File: src/rtl/pool_pkg.sv
// Shared types and helpers for the pool1 sequencer and the later pool stages.
package pool_pkg;

   // One pixel: two packed signed 16-bit channels, ch0 in the upper half.
   typedef struct packed {
      logic signed [15:0] ch0;
      logic signed [15:0] ch1;
   } pix2_t;

   // Window position codes carried on dtype as {row[0], col[0]}.
   localparam logic [1:0] DT_R0C0 = 2'b00;
   localparam logic [1:0] DT_R0C1 = 2'b01;
   localparam logic [1:0] DT_R1C0 = 2'b10;
   localparam logic [1:0] DT_R1C1 = 2'b11;

   // Frame sequencing states.
   typedef enum logic [1:0] {
      ST_IDLE = 2'd0,
      ST_RUN  = 2'd1,
      ST_LAST = 2'd2
   } seq_state_e;

   // Clamp each negative half of a pixel pair to zero independently.
   function automatic pix2_t relu_pix(input pix2_t p);
      pix2_t r;
      if (p.ch0[15]) begin
         r.ch0 = 16'sh0000;
      end else begin
         r.ch0 = p.ch0;
      end
      if (p.ch1[15]) begin
         r.ch1 = 16'sh0000;
      end else begin
         r.ch1 = p.ch1;
      end
      return r;
   endfunction

endpackage

File: src/rtl/pool1_seq_raster_cnt.sv
// Raster-order column/row counter with wrap and end-of-line/end-of-frame flags.
// The row counter saturates at the last row; a clear restarts the frame.
module raster_cnt #(
   parameter int W  = 24,
   parameter int H  = 24,
   parameter int CW = 10,
   parameter int RW = 16
) (
   input  logic          clk,
   input  logic          rst,
   input  logic          clr_i,
   input  logic          inc_i,
   output logic [CW-1:0] col_o,
   output logic [RW-1:0] row_o,
   output logic          last_col_o,
   output logic          last_pix_o
);

   logic [CW-1:0] col_q, col_d;
   logic [RW-1:0] row_q, row_d;
   logic          last_row_s;

   assign last_col_o = (col_q == CW'(W - 1));
   assign last_row_s = (row_q == RW'(H - 1));
   assign last_pix_o = last_col_o & last_row_s;
   assign col_o      = col_q;
   assign row_o      = row_q;

   // Next-count: clear wins, otherwise advance one pixel on inc.
   always_comb begin
      col_d = col_q;
      row_d = row_q;
      if (clr_i) begin
         col_d = '0;
         row_d = '0;
      end else if (inc_i) begin
         if (last_col_o) begin
            col_d = '0;
            if (last_row_s) begin
               row_d = row_q;
            end else begin
               row_d = row_q + RW'(1);
            end
         end else begin
            col_d = col_q + CW'(1);
            row_d = row_q;
         end
      end else begin
         col_d = col_q;
         row_d = row_q;
      end
   end

   // Counter registers.
   always_ff @(posedge clk or posedge rst) begin
      if (rst) begin
         col_q <= '0;
         row_q <= '0;
      end else begin
         col_q <= col_d;
         row_q <= row_d;
      end
   end

endmodule

File: src/rtl/pool1_seq.sv
// Upstream sequencer for the 2x2 max-pool stage: takes the conv1 raster
// stream, applies optional ReLU and tags each beat with window position,
// column address and pooled output index, all one cycle after acceptance.
module pool1_seq
   import pool_pkg::*;
#(
   parameter int IMG_W   = 24,
   parameter int IMG_H   = 24,
   parameter int AR_W    = 10,
   parameter bit RELU_EN = 1'b1
) (
   input  logic            clk,
   input  logic            rst,
   input  logic            start,
   input  logic            s_valid,
   output logic            s_ready,
   input  logic [31:0]     s_data,
   output logic            v,
   output logic [31:0]     indata,
   output logic [1:0]      dtype,
   output logic [AR_W-1:0] ar,
   output logic [15:0]     opix,
   output logic            busy,
   output logic            done
);

   localparam int ROW_W = 16;

   if ((IMG_W % 2) != 0 || (IMG_H % 2) != 0 || IMG_W < 2 || IMG_H < 2 ||
       IMG_W > (2 ** AR_W)) begin : g_bad_geometry
      $error("pool1_seq: illegal geometry IMG_W=%0d IMG_H=%0d AR_W=%0d",
             IMG_W, IMG_H, AR_W);
   end

   seq_state_e      state_q, state_d;
   logic            s_ready_q, v_q, busy_q, done_q;
   logic [31:0]     indata_q;
   logic [1:0]      dtype_q;
   logic [AR_W-1:0] ar_q;
   logic [15:0]     opix_q;

   logic            acc_s, cnt_clr_s, final_beat_s;
   logic [AR_W-1:0] col_s;
   logic [ROW_W-1:0] row_s;
   logic            last_col_s, last_pix_s;
   pix2_t           pix_in_s, pix_out_s;
   logic [15:0]     opix_s;

   // s_ready is only ever high in RUN, so it alone qualifies acceptance.
   assign acc_s        = s_valid & s_ready_q;
   assign cnt_clr_s    = (state_q == ST_IDLE) & start;
   assign final_beat_s = acc_s & last_col_s & last_pix_s;

   raster_cnt #(
      .W  (IMG_W),
      .H  (IMG_H),
      .CW (AR_W),
      .RW (ROW_W)
   ) u_cnt (
      .clk        (clk),
      .rst        (rst),
      .clr_i      (cnt_clr_s),
      .inc_i      (acc_s),
      .col_o      (col_s),
      .row_o      (row_s),
      .last_col_o (last_col_s),
      .last_pix_o (last_pix_s)
   );

   assign pix_in_s  = pix2_t'(s_data);
   assign pix_out_s = RELU_EN ? relu_pix(pix_in_s) : pix_in_s;
   assign opix_s    = 16'(row_s >> 1) * 16'(IMG_W / 2) + 16'(col_s >> 1);

   // Frame FSM: start only matters in IDLE; LAST is the cycle the final beat is on v.
   always_comb begin
      state_d = state_q;
      case (state_q)
         ST_IDLE: begin
            if (start) begin
               state_d = ST_RUN;
            end else begin
               state_d = ST_IDLE;
            end
         end
         ST_RUN: begin
            if (final_beat_s) begin
               state_d = ST_LAST;
            end else begin
               state_d = ST_RUN;
            end
         end
         ST_LAST: state_d = ST_IDLE;
         default: state_d = ST_IDLE;
      endcase
   end

   // State register.
   always_ff @(posedge clk or posedge rst) begin
      if (rst) begin
         state_q <= ST_IDLE;
      end else begin
         state_q <= state_d;
      end
   end

   // Output registers; beat payload only updates on an accepted beat and holds across gaps.
   always_ff @(posedge clk or posedge rst) begin
      if (rst) begin
         s_ready_q <= 1'b0;
         v_q       <= 1'b0;
         busy_q    <= 1'b0;
         done_q    <= 1'b0;
         indata_q  <= 32'h0000_0000;
         dtype_q   <= 2'b00;
         ar_q      <= '0;
         opix_q    <= 16'h0000;
      end else begin
         s_ready_q <= (state_d == ST_RUN);
         busy_q    <= (state_d != ST_IDLE);
         done_q    <= (state_q == ST_LAST);
         v_q       <= acc_s;
         if (acc_s) begin
            indata_q <= pix_out_s;
            dtype_q  <= {row_s[0], col_s[0]};
            ar_q     <= col_s;
            opix_q   <= opix_s;
         end
      end
   end

   assign s_ready = s_ready_q;
   assign v       = v_q;
   assign busy    = busy_q;
   assign done    = done_q;
   assign indata  = indata_q;
   assign dtype   = dtype_q;
   assign ar      = ar_q;
   assign opix    = opix_q;

endmodule
File: config.mk
export PLATFORM = sky130hd
export DESIGN_NAME = pool1_seq
export DESIGN_NICKNAME = d
export VERILOG_FILES = /design/src/rtl/pool_pkg.sv /design/src/rtl/pool1_seq_raster_cnt.sv /design/src/rtl/pool1_seq.sv
export SDC_FILE = /design/constraint.sdc
export NUM_CORES = 1
export LEC_CHECK = 0
export ABC_CLOCK_PERIOD_IN_PS = 4740
export CORE_AREA = 2 2 113 115
export CTS_CLUSTER_DIAMETER = 200
export CTS_CLUSTER_SIZE = 8
export DETAILED_ROUTE_END_ITERATION = 10
export DIE_AREA = 0 0 115 117
export GPL_ROUTABILITY_DRIVEN = 0
export PLACE_DENSITY_LB_ADDON = 0.15
export SLEW_MARGIN = 10
export SYNTH_ARGS = -nofsm -noshare
export SYNTH_HDL_FRONTEND = slang
export SYNTH_SLANG_ARGS = --single-unit
export TNS_END_PERCENT = 5
File: constraint.sdc
create_clock -name clk -period 4.74 [get_ports clk]
set_input_delay 0.474 -clock clk [delete_from_list [all_inputs] [get_ports clk]]
set_output_delay 0.474 -clock clk [all_outputs]
set_load 0.02 [all_outputs]
==> results summary <==
The run finished with clean final reports. From left edge to right edge, the die measures 115 um. The floorplan core area came out at 0.01231 mm^2. Measured on the finished design, the core utilization comes to 0.5033. The final antenna diode count is 0. The insertion delay to the later sink of the worst-skew pair came out at 0.34 ns. The largest vdd supply drop came out at 141.5 uV.

Cell internal power was estimated by the tool at 1.396 mW. The via count of the first global-routing pass is 3800. The path class of the tightest hold or removal check is flop to flop. The final HPWL from detailed placement is 8374 um. Detailed routing inserted a total of 3840 vias. Of the total synthesized cell area, the portion taken by full adders, half adders and majority gates is 0.08081. The standard cell with the maximum stage delay on the critical path is sky130_fd_sc_hd__fa_1. The fraction of power spent switching nets is 0.3013.

The share of synthesized cell area in and, or, nand and nor gates is 0.2564. The signal on the critical path passes through ha_1 > inv_1 > fa_1 > nor2b_4 > o311a_4 > a21oi_1 > ha_1 > o21a_1 > o2bb2ai_1 > or2_2 > o31a_1 > a211o_1. The top cell types in the final layout, fill and taps aside, are sky130_fd_sc_hd__nand2_1 (131), sky130_fd_sc_hd__clkdlybuf4s50_1 (97), sky130_fd_sc_hd__dfrtp_1 (87). The number of synthesized register bits is 87. The count of pins over their slew limit came out at 0. Input and output buffers added on the ports amount to 97. Of the total power, registers draw 0.436. The sequential element share of the synthesized area came out at 0.4507. Of all flip-flops after synthesis, the portion carrying an async set or reset was 1.000. The count of filler cells inserted in the layout came out at 1171. The die boundary height is 117 um. The arrival time of the worst setup path came out at 3.33 ns. The maximum clock skew at final layout came out at 0.005946 ns.

The top achievable clock speed came out at 0.3220 GHz. STA classifies the critical path endpoint as a flop. The area added between synthesis and finish came out at 28.26%.

The total wire length after detailed routing came out at 11630 um. The Yosys step of the flow raised 0 warnings. The aggregate global-route resource usage is 0.1811. Data on the critical path is required at its endpoint by 4.97 ns. The reported leakage power came out at 2.910 nW.

The layout net count came out at 685. The cell occurring most often along the worst timing path is sky130_fd_sc_hd__ha_1. The clock transition at the registers of the reported paths is 0.06 ns. The primary flip-flop cell chosen by synthesis mapping is sky130_fd_sc_hd__dfrtp_1. Dividing total power by cell area gives a power density of 322.5 mW/mm^2. The switching component of the power came out at 0.6021 mW. The effective utilization at floorplan is 0.3924. The post-synthesis instance area is 0.004831 mm^2. CTS placed an instance of sky130_fd_sc_hd__clkbuf_16 at the clock tree root. The combinational power share is 0.233. STA classifies the critical path startpoint as a flop.

The die area came out at 0.01346 mm^2. For the pin with the worst max-slew slack, the measured transition is 0.9142 ns. The count of clock tree sinks came out at 87. After clock tree synthesis, the setup repair step added 0 buffers. The maximum count of clock buffers along a single path is 2.

In the routed layout, each cell is associated on average with a via count of 4.968. The share of cells above drive strength 1 came out at 0.05136. The remaining number of nets flagged by the antenna check after routing is 0.

The total iterations of the first detailed-routing run is 4. The fraction of synthesized area in multiplexers is 0.006216. The hold-fix buffer count after cts is 0. The total congestion overflow came out at 0. Setup repair after global routing left no endpoint under its margin. The number of enable flip-flop cells after synthesis is 0. The first global-routing pass estimated 19020 um of wire.

The number of antenna violations at the first check in global routing was 0. In this design, the largest share of critical-path delay is due to compound AO/OA/AOI/OAI gates. The largest incremental delay on the critical path came out at 0.44 ns. The count of max-cap constraint violations is 0. TritonCTS built the clock tree. The cell count after synthesis is 529. The floorplan has 41 rows. The compound-gate portion of the synthesized area came out at 0.1028. The time the worst path needs with I/O delays and setup is 3.105 ns. Entering global routing, the biggest net connects 68 pins. The final hold violation count is 0. Of the available clock period, the critical path in the final layout requires 0.6551. Summed over all failing endpoints, the final setup total negative slack is 0 ns.

The detail-routed net length per standard cell is 15.05 um. The distinct cell type count of the synthesized netlist came out at 51. The TritonCTS buffer count came out at 9. The H-tree depth is 3. The remaining design rule violation count is 0. The headroom to the max-slew limit is 0.3849. Gates resized during post-CTS repair numbered 0.

The detailed router finished its first iteration with 204 violations. The power share of the clock group is 0.331. The leading cell type in the layout, fill and taps excluded is sky130_fd_sc_hd__nand2_1. The worst setup path is of the flop to flop kind.

The maximum fanout count along the critical path came out at 7. The XOR/XNOR share of the synthesized area came out at 0.06164. Counting both buffers and inverters, the worst setup path holds a total of 1. A synthesized cell averages 9.132 um^2. By area, the combinational part of the netlist is dominated by simple AND/OR/NAND/NOR gates. The number of top-level design ports came out at 100. Setup violations remaining at the end of the flow were counted as 0.
==> worst reg2reg max path: stages (launching register included) <==
cell,delay [ns]
sky130_fd_sc_hd__dfrtp_1,0.40
sky130_fd_sc_hd__ha_1,0.20
sky130_fd_sc_hd__inv_1,0.06
sky130_fd_sc_hd__fa_1,0.44
sky130_fd_sc_hd__nor2b_4,0.15
sky130_fd_sc_hd__o311a_4,0.22
sky130_fd_sc_hd__a21oi_1,0.06
sky130_fd_sc_hd__ha_1,0.34
sky130_fd_sc_hd__o21a_1,0.14
sky130_fd_sc_hd__o2bb2ai_1,0.12
sky130_fd_sc_hd__or2_2,0.34
sky130_fd_sc_hd__o31a_1,0.30
sky130_fd_sc_hd__a211o_1,0.22
==> final cells by class <==
class / instances / area, um^2 / share of cell area
clock inverter: 5 / 35.03 / 0.005654
multi-input combinational: 397 / 2469 / 0.3984
timing repair buffer: 101 / 1001 / 0.1616
tap: 150 / 187.7 / 0.03029
clock buffer: 10 / 239.0 / 0.03857
sequential: 87 / 2177 / 0.3514
inverter: 23 / 87.58 / 0.01414
==> logic make-up after synthesis <==
family                     after synthesis
AOI/OAI and AO/OA                       68
xor gates and xnor gates                34
adders and majority gates               30
buffers and inverters                   46
DFF                                     87
muxes                                    3
other                                    1
and+or+nand+nor                        260
==> power by group through the flow <==
stage	logic, mW	registers, mW	clock network, mW
after global routing	0.513	0.885	0.718
after CTS	0.470	0.873	0.683
after global placement	0.463	0.883	0
after floorplan	0.210	0.941	0
after detailed placement	0.468	0.887	0
final	0.465	0.872	0.662
==> cells in the mapped netlist, types with 4 or more instances <==
master / count / share of area
sky130_fd_sc_hd__a21oi_1: 11 / 0.011
sky130_fd_sc_hd__a31oi_1: 5 / 0.0065
sky130_fd_sc_hd__and2_1: 4 / 0.0052
sky130_fd_sc_hd__and3_1: 8 / 0.010
sky130_fd_sc_hd__buf_4: 6 / 0.0093
sky130_fd_sc_hd__clkbuf_1: 13 / 0.010
sky130_fd_sc_hd__dfrtp_1: 87 / 0.45
sky130_fd_sc_hd__ha_1: 28 / 0.073
sky130_fd_sc_hd__inv_1: 22 / 0.017
sky130_fd_sc_hd__nand2_1: 132 / 0.10
sky130_fd_sc_hd__nand2b_1: 5 / 0.0065
sky130_fd_sc_hd__nand3_1: 9 / 0.0093
sky130_fd_sc_hd__nand3b_1: 30 / 0.047
sky130_fd_sc_hd__nor2_1: 41 / 0.032
sky130_fd_sc_hd__nor2b_1: 7 / 0.0091
sky130_fd_sc_hd__nor3_1: 5 / 0.0052
sky130_fd_sc_hd__nor4_1: 6 / 0.0078
sky130_fd_sc_hd__o21a_1: 4 / 0.0062
sky130_fd_sc_hd__o21ai_0: 26 / 0.027
sky130_fd_sc_hd__xnor2_1: 24 / 0.044
sky130_fd_sc_hd__xor2_1: 10 / 0.018
==> routing by layer <==
layer  share of wire  GRT usage
met2            0.48     0.3027
met4           0.014    0.05622
met1            0.47     0.2353
met5               0          0
met3           0.037    0.04171
==> state kept, by name, indices dropped and copies added, names as in the netlist <==
name / cells
indata: 30
u_cnt.row_o: 16
opix: 14
u_cnt.col_o: 10
ar: 9
dtype: 2
state_q: 2
busy: 1
done: 1
s_ready: 1
v: 1
==> path summary, 6_finish.rpt <==
check,from,to,slack (ns),depth (start not counted)
max reg2reg,u_cnt.row_o[1],opix[15],1.63,12
min in group asynchronous,rst,ar[5],0.60,2
max in group asynchronous,rst,u_cnt.row_o[12],3.13,3
min,indata[1],indata[1],0.46,2
min reg2reg,indata[1],indata[1],0.46,2
max,u_cnt.row_o[1],opix[15],1.63,12
==> stage by stage <==
step                      hold slack, ns  area, um^2  worst slack (ns)  cells  total power, mW
final                             0.4645        6196             1.635    773            1.998
after global routing              0.4874        6196             1.448    773            2.116
after CTS                         0.4687        6196             1.632    773            2.026
after detailed placement          0.4544        5922             1.649    758            1.355
after global placement            0.4493        5922             1.746    758            1.346
after floorplan                   0.4365        4835             1.859    530            1.152
Power figures use the tool's default switching activity.
